File: src/rtl/light_pkg.sv
// Shared definitions for the traffic-light timer and its controller:
// selector ids, parameter-select codes, default durations and widths.
package light_pkg;

    localparam int DUR_W   = 5;  // decoded duration / seconds_left width
    localparam int PARAM_W = 4;  // programmable parameter width

    localparam int DEF_BASE_SEC = 6;
    localparam int DEF_EXT_SEC  = 3;
    localparam int DEF_YEL_SEC  = 2;

    typedef enum logic [1:0] {
        tBASE_id   = 2'b00,
        tEXT_id    = 2'b01,
        tYEL_id    = 2'b10,
        tBASEx2_id = 2'b11
    } time_sel_e;

    typedef enum logic [1:0] {
        PSEL_BASE = 2'b00,
        PSEL_EXT  = 2'b01,
        PSEL_YEL  = 2'b10,
        PSEL_NONE = 2'b11
    } param_sel_e;

    typedef enum logic {
        ST_IDLE = 1'b0,
        ST_RUN  = 1'b1
    } timer_state_e;

    // Parameters are never 0, so neither is any decoded duration.
    function automatic logic [DUR_W-1:0] decode_duration(
        input logic [1:0]         sel,
        input logic [PARAM_W-1:0] base,
        input logic [PARAM_W-1:0] ext,
        input logic [PARAM_W-1:0] yel
    );
        logic [DUR_W-1:0] dur;
        case (time_sel_e'(sel))
            tBASE_id:   dur = {1'b0, base};
            tEXT_id:    dur = {1'b0, ext};
            tYEL_id:    dur = {1'b0, yel};
            tBASEx2_id: dur = {base, 1'b0};
            default:    dur = {1'b0, base};
        endcase
        return dur;
    endfunction

endpackage

File: src/rtl/light_timer_if.sv
// Controller <-> timer bus: programming strobe, start handshake and status.
interface light_timer_if;
    logic       Prog_Sync;
    logic [1:0] time_param_sel;
    logic [3:0] time_value;
    logic       start_timer;
    logic [1:0] time_selector;
    logic       expired;
    logic       busy;
    logic [4:0] seconds_left;

    modport master (
        output Prog_Sync, time_param_sel, time_value, start_timer, time_selector,
        input  expired, busy, seconds_left
    );

    modport slave (
        input  Prog_Sync, time_param_sel, time_value, start_timer, time_selector,
        output expired, busy, seconds_left
    );
endinterface

File: src/rtl/light_timer_tick_prescaler.sv
// Free-running divider producing a one-cycle tick every DIV enabled cycles;
// held at zero while disabled and restarted by clear.
module tick_prescaler #(
    parameter int DIV = 4
) (
    input  logic clk,
    input  logic Reset,
    input  logic clear,
    input  logic enable,
    output logic tick
);
    localparam int W = (DIV > 1) ? $clog2(DIV) : 1;

    logic [W-1:0] cnt_q, cnt_d;
    logic         wrap;

    assign wrap = (cnt_q == W'(DIV - 1));
    assign tick = enable && wrap;

    // NOTE: every comb-assigned signal gets a default first so no latch is inferred.
    always_comb begin
        cnt_d = cnt_q;
        if (clear || !enable) begin
            cnt_d = '0;
        end else if (wrap) begin
            cnt_d = '0;
        end else begin
            cnt_d = cnt_q + 1'b1;
        end
    end

    // NOTE: sequential state uses non-blocking assignments only.
    always_ff @(posedge clk or posedge Reset) begin
        if (Reset) begin
            cnt_q <= '0;
        end else begin
            cnt_q <= cnt_d;
        end
    end
endmodule

File: src/rtl/light_timer.sv
// Interval timer for the traffic-light controller: programmable durations,
// 1 Hz timebase, one-cycle expired pulse. LIGHT_TIMER_FAST_SIM_EN divides by 4.
module light_timer
    import light_pkg::*;
#(
    parameter int CLK_DIV  = 100_000_000,
    parameter int DEF_BASE = DEF_BASE_SEC,
    parameter int DEF_EXT  = DEF_EXT_SEC,
    parameter int DEF_YEL  = DEF_YEL_SEC
) (
    input  logic            clk,
    input  logic            Reset,
    light_timer_if.slave    bus
);
`ifdef LIGHT_TIMER_FAST_SIM_EN
    localparam int PRESC_DIV = 4;
`else
    localparam int PRESC_DIV = CLK_DIV;
`endif

    localparam logic [PARAM_W-1:0] BASE_RST = PARAM_W'(DEF_BASE);
    localparam logic [PARAM_W-1:0] EXT_RST  = PARAM_W'(DEF_EXT);
    localparam logic [PARAM_W-1:0] YEL_RST  = PARAM_W'(DEF_YEL);

    logic [PARAM_W-1:0] base_q, base_d;
    logic [PARAM_W-1:0] ext_q, ext_d;
    logic [PARAM_W-1:0] yel_q, yel_d;

    timer_state_e       state_q, state_d;
    logic [DUR_W-1:0]   counter_q, counter_d;
    logic               expired_q, expired_d;
    logic               tick;
    logic               running;

    assign running = (state_q == ST_RUN);

    // Programming: a zero value restores that register's default.
    always_comb begin
        base_d = base_q;
        ext_d  = ext_q;
        yel_d  = yel_q;
        if (bus.Prog_Sync) begin
            case (param_sel_e'(bus.time_param_sel))
                PSEL_BASE: base_d = (bus.time_value == '0) ? BASE_RST : bus.time_value;
                PSEL_EXT:  ext_d  = (bus.time_value == '0) ? EXT_RST  : bus.time_value;
                PSEL_YEL:  yel_d  = (bus.time_value == '0) ? YEL_RST  : bus.time_value;
                default:   ;
            endcase
        end
    end

    always_ff @(posedge clk or posedge Reset) begin
        if (Reset) begin
            base_q <= BASE_RST;
            ext_q  <= EXT_RST;
            yel_q  <= YEL_RST;
        end else begin
            base_q <= base_d;
            ext_q  <= ext_d;
            yel_q  <= yel_d;
        end
    end

    tick_prescaler #(
        .DIV (PRESC_DIV)
    ) u_prescaler (
        .clk    (clk),
        .Reset  (Reset),
        .clear  (bus.start_timer),
        .enable (running),
        .tick   (tick)
    );

    // State register
    always_ff @(posedge clk or posedge Reset) begin
        if (Reset) begin
            state_q   <= ST_IDLE;
            counter_q <= '0;
            expired_q <= 1'b0;
        end else begin
            state_q   <= state_d;
            counter_q <= counter_d;
            expired_q <= expired_d;
        end
    end

    // Next state: a start always wins over a coincident final tick, and the
    // decode sees the pre-programming register values.
    always_comb begin
        state_d   = state_q;
        counter_d = counter_q;
        expired_d = 1'b0;
        if (bus.start_timer) begin
            state_d   = ST_RUN;
            counter_d = decode_duration(bus.time_selector, base_q, ext_q, yel_q);
        end else if (running && tick) begin
            counter_d = counter_q - 1'b1;
            if (counter_q == DUR_W'(1)) begin
                state_d   = ST_IDLE;
                expired_d = 1'b1;
            end
        end
    end

    // Outputs
    always_comb begin
        bus.busy         = running;
        bus.expired      = expired_q;
        bus.seconds_left = counter_q;
    end
endmodule

File: src/flat_wrapper.sv
// flat-port wrapper written by rule: the top's interface ports become plain ports
module light_timer_flat import light_pkg::*;
#(
    parameter int CLK_DIV  = 100_000_000,
    parameter int DEF_BASE = DEF_BASE_SEC,
    parameter int DEF_EXT  = DEF_EXT_SEC,
    parameter int DEF_YEL  = DEF_YEL_SEC
)
  (clk, Reset, bus_Prog_Sync, bus_time_param_sel, bus_time_value, bus_start_timer, bus_time_selector, bus_expired, bus_busy, bus_seconds_left);
  light_timer_if bus_i ();
  input  logic clk;
  input  logic Reset;
  input wire logic [$bits(bus_i.Prog_Sync)-1:0] bus_Prog_Sync;
  input wire logic [$bits(bus_i.time_param_sel)-1:0] bus_time_param_sel;
  input wire logic [$bits(bus_i.time_value)-1:0] bus_time_value;
  input wire logic [$bits(bus_i.start_timer)-1:0] bus_start_timer;
  input wire logic [$bits(bus_i.time_selector)-1:0] bus_time_selector;
  output wire logic [$bits(bus_i.expired)-1:0] bus_expired;
  output wire logic [$bits(bus_i.busy)-1:0] bus_busy;
  output wire logic [$bits(bus_i.seconds_left)-1:0] bus_seconds_left;
  assign bus_i.Prog_Sync = bus_Prog_Sync;
  assign bus_i.time_param_sel = bus_time_param_sel;
  assign bus_i.time_value = bus_time_value;
  assign bus_i.start_timer = bus_start_timer;
  assign bus_i.time_selector = bus_time_selector;
  assign bus_expired = bus_i.expired;
  assign bus_busy = bus_i.busy;
  assign bus_seconds_left = bus_i.seconds_left;
  light_timer #(.CLK_DIV(CLK_DIV), .DEF_BASE(DEF_BASE), .DEF_EXT(DEF_EXT), .DEF_YEL(DEF_YEL)) u_core (.clk(clk), .Reset(Reset), .bus(bus_i));
endmodule
File: config.mk
export PLATFORM = sky130hd
export DESIGN_NAME = light_timer_flat
export DESIGN_NICKNAME = d
export VERILOG_FILES = /design/src/rtl/light_pkg.sv /design/src/rtl/light_timer_if.sv /design/src/rtl/light_timer_tick_prescaler.sv /design/src/rtl/light_timer.sv /design/src/flat_wrapper.sv
export SDC_FILE = /design/constraint.sdc
export NUM_CORES = 1
export LEC_CHECK = 0
export BUFFER_PORTS_ARGS = -buffer_cell sky130_fd_sc_hd__buf_4
export CAP_MARGIN = 20
export CORE_MARGIN = 2
export CORE_UTILIZATION = 50
export DETAILED_ROUTE_END_ITERATION = 10
export PLACE_DENSITY_LB_ADDON = 0.25
export SETUP_SLACK_MARGIN = 0.05
export SLEW_MARGIN = 10
export SYNTH_ARGS = -nofsm -noshare
export SYNTH_HDL_FRONTEND = slang
export SYNTH_SLANG_ARGS = --single-unit
File: constraint.sdc
create_clock -name clk -period 2.6 [get_ports clk]
set_input_delay 0.52 -clock clk [delete_from_list [all_inputs] [get_ports clk]]
set_output_delay 0.52 -clock clk [all_outputs]
set_load 0.03 [all_outputs]
==> results.yml <==
power_and_ir_drop:
  ir_drop_mv: 0.3304
  p_per_area_nw_per_um2: 536.0
  leakagePower_nw: 1.082
synth:
  synth-seq-cells: 46
  ys_warn_count: 0
  synth_nets: 256
  ys_seq_area_share_pct: 47.51
  yosys.cell_types.count: 40
  synthesis.area_um2: 2436
  syn-instance-count: 241
  avgSynthCellArea_um2: 10.11
worst_setup_path:
  cp_cell_sequence: "ha_1 -> and3_1 -> nand4_1 -> or4_1 -> a211oi_1"
  r2r-end: "u_core.u_prescaler.cnt_q[24]$_DFF_PP0_"
  crit_buf_inv: 0
  startpoint: "u_core.u_prescaler.cnt_q[0]$_DFF_PP0_"
  cp_data_required_time_ns: 2.81
  cp-end-kind: "flop"
  crit_cells: 5
  r2r_cells: 5
  timing.critical_path.to: "u_core.u_prescaler.cnt_q[24]$_DFF_PP0_"
  rrSetupSlack_ns: 0.39
  start_kind: "flop"
  crit_fanout: 12
  reg2reg_from: "u_core.u_prescaler.cnt_q[0]$_DFF_PP0_"
  crit_type: "reg -> reg"
  critPathMaxStageDelay_ns: 0.60
  slowest_stage: "or4_1"
  worst_ep_arrival_time_ns: 2.42
  crit_family: "simple AND/OR/NAND/NOR gates"
route:
  vias_per_cell: 5.852
  dr.pass1.iters: 4
  route.detailed.drc: 0
  finalWirelength_um: 4959
  vias: 1937
  postRouteAntennaNets: 0
  drt_iter0_drc: 87
  post_drt_wl_per_cell_um: 14.98
grt:
  grt_usage_pct: 21.06
  grt_start_max_net_pins: 28
  grt_pass1_wl_um: 8721
  grt_pass1_vias: 1861
  grt_antenna_before_repair: 0
  grt_overflow: 0
placed_design:
  place_hpwl_um: 3490
  place_congestion: 0.7958
  port_buffers: 18
cts:
  post_cts_resized: 0
  clk_pin_slew_ns: 0.09
  cts_buffers: 5
  clockBufferDepth: 2
  cts_htree_levels: 2
  cts_setup_buffers: 0
  hold_buffers: 0
  clock_latency_ns: 0.31
  tritoncts: "built"
  cts.sinks: 46
  ctsRootBufferMaster: "clkbuf_8"
sta:
  max_freq_ghz: 0.4532
  tns_ns: 0
  max_slew_margin_pct: 50.23
  finalHoldViolCount: 0
  rsz0062_at_grt: "no"
  tightest_slew_ns: 0.7397
  layout_min_cycle_time_ns: 2.207
  fin_skew_ns: 0.005478
  setup_viol: 0
  maxSlewViolCount: 0
  final.period_utilization_pct: 84.87
floorplan:
  die_area_um2: 5446
  io_pins: 19
  rows: 25
  die_h_um: 73.80
  core_region_area_um2: 4723
  start_util_pct: 51.58
  die_x_um: 73.80
final_layout:
  utilization_pct: 58.30
  final_common_cell: "dfrtp_1"
  ff_latch_area_um2: 1157
  nNetsFinal: 278
  fillCellCount: 428
  diodes: 0
  multi_input_area_um2: 1211
  drive_above_1_share_pct: 18.94
  syn_to_final_growth_pct: 13.05
  layout_common_cells: "41 x dfrtp_1, 23 x buf_4, 19 x nor3_1"
status:
  status: "complete, no violations"
run:
  maxCapViolCount: 0
hold_path:
  hp-class: "in -> async"
[worst min path at each step]
stage,end,slack [ns]
finish,u_core.u_prescaler.cnt_q[6]$_DFF_PP0_,0.21
CTS,u_core.u_prescaler.cnt_q[6]$_DFF_PP0_,0.23
global route,u_core.u_prescaler.cnt_q[5]$_DFF_PP0_,0.26
floorplan,u_core.ext_q[0]$_DFFE_PP1P_,0.46
global placement,u_core.ext_q[1]$_DFFE_PP1P_,0.47
detailed placement,u_core.yel_q[1]$_DFFE_PP1P_,0.48
[metal layers]
layer  up-vias  track usage, %  wire length [um]
li1        967               -                 -
met1       942           30.63              2514
met2        22           30.16              2241
met3         6           5.761               114
met4         0           7.273                89
met5         -               0                 0
[cells in the mapped netlist]
cell | count | area share [%]
nand3b_1 | 3 | 0.92
dfrtp_1 | 41 | 42
xor2_1 | 5 | 1.8
nor3b_1 | 2 | 0.62
or4_1 | 9 | 2.8
or3_1 | 8 | 2.1
nand2b_1 | 1 | 0.26
o31ai_1 | 7 | 2.2
o31a_1 | 1 | 0.36
a21oi_1 | 2 | 0.41
a41o_1 | 1 | 0.41
nand3_2 | 1 | 0.41
a21o_1 | 1 | 0.31
and3_1 | 7 | 1.8
and4_1 | 5 | 1.8
clkinv_1 | 1 | 0.15
xnor2_1 | 7 | 2.5
nor3_2 | 1 | 0.41
ha_1 | 3 | 1.5
dfstp_2 | 5 | 5.4
nand3_1 | 10 | 2.1
mux2_2 | 7 | 3.2
buf_2 | 2 | 0.41
a31oi_1 | 4 | 1.0
mux2i_1 | 1 | 0.41
inv_1 | 8 | 1.2
nand2_1 | 14 | 2.2
nor4_1 | 5 | 1.3
mux4_2 | 3 | 2.8
nor2b_1 | 1 | 0.26
nand4_1 | 10 | 2.6
nor3_1 | 19 | 3.9
clkbuf_2 | 1 | 0.21
o221ai_1 | 1 | 0.36
clkbuf_1 | 5 | 0.77
nand4_2 | 1 | 0.51
a211oi_1 | 13 | 4.0
o211ai_1 | 1 | 0.31
nor2_1 | 12 | 1.8
o21ai_0 | 12 | 2.5
[registers in the layout, indices dropped and copies added, names as in the netlist]
name and count:
u_core.bus.seconds_left 5, u_core.bus.busy 1, u_core.ext_q 4, u_core.base_q 4, u_core.bus.expired 1, u_core.u_prescaler.cnt_q 27, u_core.yel_q 4
[metrics by stage]
stage | instance area (um2) | power (W) | setup WS, ns | std cells | hold slack [ns]
2_1_floorplan | 2436 | 0.0009554 | 0.5664 | 241 | 0.4572
3_3_place_gp | 2659 | 0.001030 | 0.5085 | 323 | 0.4678
3_5_place_dp | 2659 | 0.001033 | 0.4043 | 323 | 0.4753
4_1_cts | 2754 | 0.001494 | 0.4036 | 331 | 0.2308
5_1_grt | 2754 | 0.001554 | 0.1728 | 331 | 0.2609
6_report | 2754 | 0.001476 | 0.3935 | 331 | 0.2136
[power breakdown]
group          switching [W]  internal (W)
clock network       0.000246      0.000214
logic               0.000107     0.0000944
registers          0.0000405      0.000775
[logic make-up after synthesis]
| logic type | share of synthesized area [%] |
|---|---|
| buffers and inverters | 2.773 |
| XOR/XNOR | 4.314 |
| AND/OR/NAND/NOR | 25.63 |
| adder cells (fa/ha/maj) | 1.541 |
| multiplexers | 6.420 |
| AO/OA/AOI/OAI | 11.81 |
| flip-flops | 47.51 |
[cell type report]
class / count / area share [%]
clock buffer: 6 / 2.999
clock inverter: 2 / 0.4543
inverter: 9 / 1.227
multi-input combinational: 178 / 43.98
sequential: 46 / 42.03
tap: 67 / 3.044
timing repair buffer: 23 / 6.270
(Power assumes the default switching activity.)
